<file path="src/rtl/vram_rect_fill_if.sv">
// rtl/vram_rect_fill_if.sv - request/status and VRAM port A bundle for vram_rect_fill
//
// Purpose: groups the fill request, its status and the VRAM port A bus.
// Signals:
//   start, x0, y0, x1, y1, colour - fill request (sampled by the engine in IDLE)
//   busy, done                    - engine status
//   address_a, data_in_a, enable_a, rw_a - VRAM port A command from the engine
//   data_out_a                    - VRAM port A read data, valid the cycle after a read
// Modports:
//   master - the fill engine (drives status and port A command)
//   slave  - the environment (drives the request and the VRAM read data)

interface vram_rect_fill_if;
  logic        start;
  logic [8:0]  x0;
  logic [8:0]  y0;
  logic [8:0]  x1;
  logic [8:0]  y1;
  logic [3:0]  colour;
  logic        busy;
  logic        done;
  logic [15:0] address_a;
  logic [15:0] data_in_a;
  logic [15:0] data_out_a;
  logic        enable_a;
  logic        rw_a;

  modport master (
    input  start, x0, y0, x1, y1, colour, data_out_a,
    output busy, done, address_a, data_in_a, enable_a, rw_a
  );

  modport slave (
    output start, x0, y0, x1, y1, colour, data_out_a,
    input  busy, done, address_a, data_in_a, enable_a, rw_a
  );
endinterface

</file>
<file path="src/rtl/vram_rect_fill.sv">
// rtl/vram_rect_fill.sv - rectangle fill engine writing VRAM port A
//
// Purpose: fills an axis-aligned rectangle of a 4-bit-per-pixel framebuffer
// with one colour. Four pixels share a 16-bit word (pixel x sits in nibble
// x[1:0] of word y*WORDS_PER_ROW + x/4). Words only partly covered by the
// rectangle are read-modify-written so neighbouring pixels survive.
//
// Ports:
//   clock    - system clock, all logic on the rising edge
//   reset_n  - synchronous active-low reset; abandons a fill in progress
//   bus      - vram_rect_fill_if.master:
//                start/x0/y0/x1/y1/colour request in, busy/done status out,
//                address_a/data_in_a/enable_a/rw_a out, data_out_a in
//
// Build option:
//   VRAM_RECT_FILL_FAST_WORD_EN - words fully inside the rectangle skip the
//   read and merge states and are written directly with the fill colour.

module vram_rect_fill #(
  parameter int SCREEN_W      = 320,
  parameter int SCREEN_H      = 240,
  parameter int WORDS_PER_ROW = SCREEN_W / 4
) (
  input  logic             clock,
  input  logic             reset_n,
  vram_rect_fill_if.master bus
);

  localparam logic [8:0]  X_MAX  = 9'(SCREEN_W - 1);
  localparam logic [8:0]  Y_MAX  = 9'(SCREEN_H - 1);
  localparam logic [15:0] STRIDE = 16'(WORDS_PER_ROW);

`ifdef VRAM_RECT_FILL_FAST_WORD_EN
  localparam bit FAST_WORD = 1'b1;
`else
  localparam bit FAST_WORD = 1'b0;
`endif

  typedef enum logic [2:0] {IDLE, SETUP, RD, MG, WR, DONE} state_t;

  state_t state, state_n;

  // request captured on start
  logic [8:0] req_x0, req_y0, req_x1, req_y1;
  logic [3:0] req_colour;

  // rectangle after clamp and sort, held for the whole fill
  logic [8:0] xa, xb, yb;
  logic [6:0] col_lo, col_hi;

  // current word position
  logic [6:0]  col, col_n;
  logic [8:0]  row, row_n;
  logic [15:0] base, base_n;

  // registered outputs
  logic [15:0] address_q, address_n;
  logic [15:0] data_in_q, data_in_n;
  logic        enable_q, rw_q, busy_q, done_q;

  // clamp/sort of the latched request
  logic [8:0] cx0, cy0, cx1, cy1;
  logic [8:0] s_xa, s_xb, s_ya, s_yb;

  logic [3:0]  mask_cur, mask_next;
  logic [15:0] fill_word, mask16;

  // y * WORDS_PER_ROW as a sum of shifted copies of y (constant shift-add)
  function automatic logic [15:0] row_base(input logic [8:0] y);
    logic [15:0] acc;
    acc = '0;
    for (int i = 0; i < 16; i++) begin
      if (STRIDE[i]) acc = acc + (16'(y) << i);
    end
    return acc;
  endfunction

  // bit n set when pixel 4*c+n lies inside [lo, hi]
  function automatic logic [3:0] nib_mask(input logic [6:0] c,
                                          input logic [8:0] lo,
                                          input logic [8:0] hi);
    logic [3:0] m;
    logic [8:0] px;
    m = 4'h0;
    for (int n = 0; n < 4; n++) begin
      px   = {c, 2'b00} + 9'(n);
      m[n] = (px >= lo) && (px <= hi);
    end
    return m;
  endfunction

  function automatic logic [15:0] expand(input logic [3:0] m);
    logic [15:0] e;
    e = '0;
    for (int n = 0; n < 4; n++) e[4*n +: 4] = {4{m[n]}};
    return e;
  endfunction

  always_comb begin
    cx0  = (req_x0 > X_MAX) ? X_MAX : req_x0;
    cx1  = (req_x1 > X_MAX) ? X_MAX : req_x1;
    cy0  = (req_y0 > Y_MAX) ? Y_MAX : req_y0;
    cy1  = (req_y1 > Y_MAX) ? Y_MAX : req_y1;
    s_xa = (cx0 <= cx1) ? cx0 : cx1;
    s_xb = (cx0 <= cx1) ? cx1 : cx0;
    s_ya = (cy0 <= cy1) ? cy0 : cy1;
    s_yb = (cy0 <= cy1) ? cy1 : cy0;
  end

  // next state, next word position and next registered outputs
  always_comb begin
    state_n   = state;
    col_n     = col;
    row_n     = row;
    base_n    = base;
    data_in_n = data_in_q;
    mask_next = 4'h0;
    fill_word = {4{req_colour}};
    mask_cur  = nib_mask(col, xa, xb);
    mask16    = expand(mask_cur);

    case (state)
      IDLE: begin
        if (bus.start) state_n = SETUP;
      end
      SETUP: begin
        col_n     = s_xa[8:2];
        row_n     = s_ya;
        base_n    = row_base(s_ya);
        mask_next = nib_mask(col_n, s_xa, s_xb);
        state_n   = (FAST_WORD && mask_next == 4'hF) ? WR : RD;
      end
      RD: begin
        state_n = MG;
      end
      MG: begin
        data_in_n = (bus.data_out_a & ~mask16) | (fill_word & mask16);
        state_n   = WR;
      end
      WR: begin
        if (col < col_hi) begin
          col_n     = col + 7'd1;
          mask_next = nib_mask(col_n, xa, xb);
          state_n   = (FAST_WORD && mask_next == 4'hF) ? WR : RD;
        end else if (row < yb) begin
          row_n     = row + 9'd1;
          base_n    = base + STRIDE;
          col_n     = col_lo;
          mask_next = nib_mask(col_lo, xa, xb);
          state_n   = (FAST_WORD && mask_next == 4'hF) ? WR : RD;
        end else begin
          state_n = DONE;
        end
      end
      DONE: begin
        state_n = IDLE;
      end
      default: begin
        state_n = IDLE;
      end
    endcase

    // a word reaching WR without passing MG is fully covered: plain fill word
    if (state_n == WR && state != MG) data_in_n = fill_word;

    // address follows the word about to be accessed, otherwise holds
    address_n = (state_n == RD || state_n == WR) ? base_n + 16'(col_n) : address_q;
  end

  // outputs are registered from the next state so they line up with the state
  always_ff @(posedge clock) begin
    if (!reset_n) begin
      state      <= IDLE;
      req_x0     <= '0;
      req_y0     <= '0;
      req_x1     <= '0;
      req_y1     <= '0;
      req_colour <= '0;
      xa         <= '0;
      xb         <= '0;
      yb         <= '0;
      col_lo     <= '0;
      col_hi     <= '0;
      col        <= '0;
      row        <= '0;
      base       <= '0;
      address_q  <= '0;
      data_in_q  <= '0;
      enable_q   <= 1'b0;
      rw_q       <= 1'b0;
      busy_q     <= 1'b0;
      done_q     <= 1'b0;
    end else begin
      state     <= state_n;
      col       <= col_n;
      row       <= row_n;
      base      <= base_n;
      address_q <= address_n;
      data_in_q <= data_in_n;
      enable_q  <= (state_n == RD) || (state_n == WR);
      rw_q      <= (state_n == WR);
      busy_q    <= (state_n != IDLE);
      done_q    <= (state_n == DONE);
      if (state == IDLE && bus.start) begin
        req_x0     <= bus.x0;
        req_y0     <= bus.y0;
        req_x1     <= bus.x1;
        req_y1     <= bus.y1;
        req_colour <= bus.colour;
      end
      if (state == SETUP) begin
        xa     <= s_xa;
        xb     <= s_xb;
        yb     <= s_yb;
        col_lo <= s_xa[8:2];
        col_hi <= s_xb[8:2];
      end
    end
  end

  assign bus.busy      = busy_q;
  assign bus.done      = done_q;
  assign bus.enable_a  = enable_q;
  assign bus.rw_a      = rw_q;
  assign bus.address_a = address_q;
  assign bus.data_in_a = data_in_q;

endmodule

</file>
<file path="src/flat_wrapper.sv">
// flat-port wrapper written by rule: the top's interface ports become plain ports
module vram_rect_fill_flat 
#(
  parameter int SCREEN_W      = 320,
  parameter int SCREEN_H      = 240,
  parameter int WORDS_PER_ROW = SCREEN_W / 4
)
  (clock, reset_n, bus_start, bus_x0, bus_y0, bus_x1, bus_y1, bus_colour, bus_data_out_a, bus_busy, bus_done, bus_address_a, bus_data_in_a, bus_enable_a, bus_rw_a);
  vram_rect_fill_if bus_i ();
  input  logic clock;
  input  logic reset_n;
  input wire logic [$bits(bus_i.start)-1:0] bus_start;
  input wire logic [$bits(bus_i.x0)-1:0] bus_x0;
  input wire logic [$bits(bus_i.y0)-1:0] bus_y0;
  input wire logic [$bits(bus_i.x1)-1:0] bus_x1;
  input wire logic [$bits(bus_i.y1)-1:0] bus_y1;
  input wire logic [$bits(bus_i.colour)-1:0] bus_colour;
  input wire logic [$bits(bus_i.data_out_a)-1:0] bus_data_out_a;
  output wire logic [$bits(bus_i.busy)-1:0] bus_busy;
  output wire logic [$bits(bus_i.done)-1:0] bus_done;
  output wire logic [$bits(bus_i.address_a)-1:0] bus_address_a;
  output wire logic [$bits(bus_i.data_in_a)-1:0] bus_data_in_a;
  output wire logic [$bits(bus_i.enable_a)-1:0] bus_enable_a;
  output wire logic [$bits(bus_i.rw_a)-1:0] bus_rw_a;
  assign bus_i.start = bus_start;
  assign bus_i.x0 = bus_x0;
  assign bus_i.y0 = bus_y0;
  assign bus_i.x1 = bus_x1;
  assign bus_i.y1 = bus_y1;
  assign bus_i.colour = bus_colour;
  assign bus_i.data_out_a = bus_data_out_a;
  assign bus_busy = bus_i.busy;
  assign bus_done = bus_i.done;
  assign bus_address_a = bus_i.address_a;
  assign bus_data_in_a = bus_i.data_in_a;
  assign bus_enable_a = bus_i.enable_a;
  assign bus_rw_a = bus_i.rw_a;
  vram_rect_fill #(.SCREEN_W(SCREEN_W), .SCREEN_H(SCREEN_H), .WORDS_PER_ROW(WORDS_PER_ROW)) u_core (.clock(clock), .reset_n(reset_n), .bus(bus_i));
endmodule
</file>
<file path="config.mk">
export PLATFORM = sky130hd
export DESIGN_NAME = vram_rect_fill_flat
export DESIGN_NICKNAME = d
export VERILOG_FILES = /design/src/rtl/vram_rect_fill_if.sv /design/src/rtl/vram_rect_fill.sv /design/src/flat_wrapper.sv
export SDC_FILE = /design/constraint.sdc
export NUM_CORES = 1
export LEC_CHECK = 0
export ABC_AREA = 1
export BUFFER_PORTS_ARGS = -buffer_cell sky130_fd_sc_hd__buf_2
export CORE_MARGIN = 8
export CORE_UTILIZATION = 55
export DETAILED_ROUTE_END_ITERATION = 10
export PLACE_DENSITY = 0.76
export SLEW_MARGIN = 5
export SYNTH_ARGS = -nofsm -noshare
export SYNTH_HDL_FRONTEND = slang
export SYNTH_SLANG_ARGS = --single-unit
</file>
<file path="constraint.sdc">
create_clock -name clock -period 5.6 [get_ports clock]
set_input_delay 0.84 -clock clock [delete_from_list [all_inputs] [get_ports clock]]
set_output_delay 0.84 -clock clock [all_outputs]
set_load 0.02 [all_outputs]
</file>
==> metrics.cfg <==
[outcome]
status=complete, no violations

[sta]
finalSetupTns_ns=0
skew_ns=0.00918
hold_viol=0
fin_ws_ns=0.575
worst_pin_slew_ns=1.16
post-route-period-util_pct=89.7
rsz0062_at_grt=no
max_slew_margin_pct=22.3
min_period_ns=5.02
whs_ns=0.444
slew_viol_final=0
fmax_mhz=199
setup_viol=0

[clock_tree]
cts_buffer_depth=2
cts_tree=built
clock_sinks=138
htree_levels=4
numCtsBuffers=17
clock_latency_ns=0.43
root_buffer=clkbuf_16
postCtsHoldBufs=0
path_clk_slew_ns=0.06

[routing]
vias=8160
viasPerCell=5.36
routed_wl_mm=21.5
wl_per_cell_um=14.1
drc=0
drtPass1Iterations=5
drt_iter0_markers=564
drtAntennaViolNets=0

[pwr]
switchingPower_mw=1.72
pwr-share-clk_pct=26.2
power.leakage_nw=4.77
peakVddDrop_mv=0.227
p_per_area_nw_per_um2=429
p_comb_share_pct=43.5
p_int_mw=2.38
pwr-share-seq_pct=30.2
swShare_pct=42.0

[die]
die_x_um=139
start_util_pct=55.5
io_pins=95
coreArea_um2=15000
die_area_um2=19300
die_y_um=139
rows=45

[grt]
antenna_found_initial=0
grt-ovfl-total=0
grt_pass1_vias=7596
grt_max_degree=63
grt_pass1_wl_mm=35.9
grt_usage_pct=22.4

[min_path]
min_from=u_core.yb[8]$_SDFFE_PN0P_
min_path_type=flip-flop to flip-flop
min_path_cells=2
hold_path_end=u_core.yb[8]$_SDFFE_PN0P_

[setup_path]
crit_path_max_incr_delay_ns=0.45
worst_setup_path_end_kind=flip-flop
path_delay_family=compound AO/OA/AOI/OAI gates
r2r_slack_ns=0.58
crit_buf_inv=5
cp_common_cell=nand2_1
rr_worst_depth=33
reg2reg_from=u_core.req_x0[8]$_SDFFE_PN0P_
critPathRequiredTime_ns=5.91
path_class=flip-flop to flip-flop
critPathSlowestCell=dfxtp_1
r2r_end=u_core.bus.address_a[10]$_SDFFE_PN0P_
worstPathArrival_ns=5.33
start_kind=flip-flop
worstPathMaxFanout=13

[yosys]
synth_area_per_cell_um2=6.72
synth-seq-cells=138
synth_top_area_share_pct=33.3
syn-cell-area_um2=8310
synth_commonest_cells=197 x nand2_1, 193 x inv_1, 176 x nor2_1, 157 x o21ai_0, 138 x dfxtp_1
ys.flop_type=dfxtp_1
yosysMostFrequentCell=nand2_1
async_reset_ff_share_pct=0
syn_inst=1236
ys_top_cells_by_area=dfxtp_1 33%, o21ai_0 9.5%, nand2_1 8.9%, inv_1 8.7%, ha_1 8.6%
synth.distinct_cells=52
yosys.area.top_type=dfxtp_1
yosys_warnings=0
ys_seq_area_share_pct=33.3
synth-edff-count=0

[final_layout]
finalNetCount=1439
antenna_cells=0
final_core_util_pct=63.8
area_delta_synth_final_pct=15.1
layout-drive-gt1-share_pct=13.4
final_cells=1523

[run]
max-cap-violations=0

[placed_design]
hpwl_mm=15.9
io_buffers=94
pre_cts_slack_ns=0.222
gp_congestion=0.901
place_inst=1487

-- stage by stage --
step                      power, mW  cell area (µm²)
after floorplan                2.55             8310
after global placement         2.97             8930
after detailed placement       3.00             8930
after CTS                      4.09             9500
after global routing           4.44             9560
final                          4.10             9560
-- worst max path at each step --
stage	end	startpoint	cells after the start
6_report	u_core.bus.address_a[10]$_SDFFE_PN0P_	u_core.req_x0[8]$_SDFFE_PN0P_	33
5_1_grt	u_core.bus.address_a[10]$_SDFFE_PN0P_	u_core.req_x0[8]$_SDFFE_PN0P_	33
2_1_floorplan	u_core.bus.address_a[15]$_SDFFE_PN0P_	u_core.req_x0[6]$_SDFFE_PN0P_	35
3_5_place_dp	u_core.bus.address_a[13]$_SDFFE_PN0P_	u_core.req_y0[7]$_SDFFE_PN0P_	35
4_1_cts	u_core.bus.address_a[13]$_SDFFE_PN0P_	u_core.req_y0[7]$_SDFFE_PN0P_	35
3_3_place_gp	u_core.bus.address_a[13]$_SDFFE_PN0P_	u_core.req_y0[7]$_SDFFE_PN0P_	34
-- cells in the final DEF, fill, tap and decap left out, types with 7 or more instances in the layout --
master     instances
nand2_1          197
inv_1            192
nor2_1           174
o21ai_0          151
dfxtp_1          138
buf_2             94
a21oi_1           77
ha_1              57
nand3_1           53
o211ai_1          25
clkbuf_16         17
buf_4             14
xor2_1            12
nand2_2           12
nand4_1           11
nor3_1             7
o21ai_1            7
o22ai_1            7
-- tightest hold or removal path, stage by stage, from the launching register on --
cell and delay [ns]:
dfxtp_1 0.29, inv_1 0.06, nor2_1 0.04
-- layout make-up --
type | instances | area, µm²
Multi-Input combinational cell | 860 | 4680
Tap cell | 188 | 235
Sequential cell | 138 | 2760
Timing Repair Buffer | 108 | 576
Inverter | 197 | 739
Clock inverter | 7 | 63.8
Fill cell | 1405 | 5420
Clock buffer | 25 | 505
-- cell families (layout without fill, tap and decap cells) --
group / Yosys count / after routing / share of synthesized area (%)
AOI/OAI and AO/OA: 303 / 303 / 20.6
xor gates and xnor gates: 15 / 15 / 1.58
adders and majority gates: 58 / 58 / 8.83
buffers and inverters: 240 / 337 / 11.0
DFF: 138 / 138 / 33.3
muxes: 1 / 1 / 0.121
other: 2 / 3 / 0.0904
and+or+nand+nor: 479 / 480 / 24.6
-- power groups by stage --
stage | Sequential, mW | Clock, mW | Combinational [mW]
3_3_place_gp | 1.25 | 0 | 1.72
3_5_place_dp | 1.25 | 0 | 1.74
5_1_grt | 1.25 | 1.14 | 2.05
4_1_cts | 1.24 | 1.09 | 1.76
2_1_floorplan | 1.28 | 0 | 1.28
6_report | 1.24 | 1.08 | 1.79
-- sequential cells by signal, indices dropped and copies added (netlist names), 9 cells and up --
register,flops
u_core.base,16
u_core.req_y1,9
u_core.row,9
u_core.req_x1,9
u_core.req_y0,9
u_core.yb,9
u_core.bus.address_a,16
u_core.bus.data_in_a,16
u_core.req_x0,9
-- timing repair --
action	in CTS	in global routing
endpoints found under the setup margin	0	7
gates resized for setup	0	13
buffers inserted	0	3
-- metal layers --
layer | track usage [%] | vias up | share of wire [%] | wire length [µm]
met5 | 0 | - | 0 | 0
met4 | 8.95 | 0 | 2.6 | 569
met3 | 5.30 | 38 | 5.5 | 1180
met2 | 35.8 | 222 | 44 | 9410
met1 | 28.7 | 3687 | 48 | 10300
li1 | - | 4213 | - | -
(Power assumes the default switching activity.)
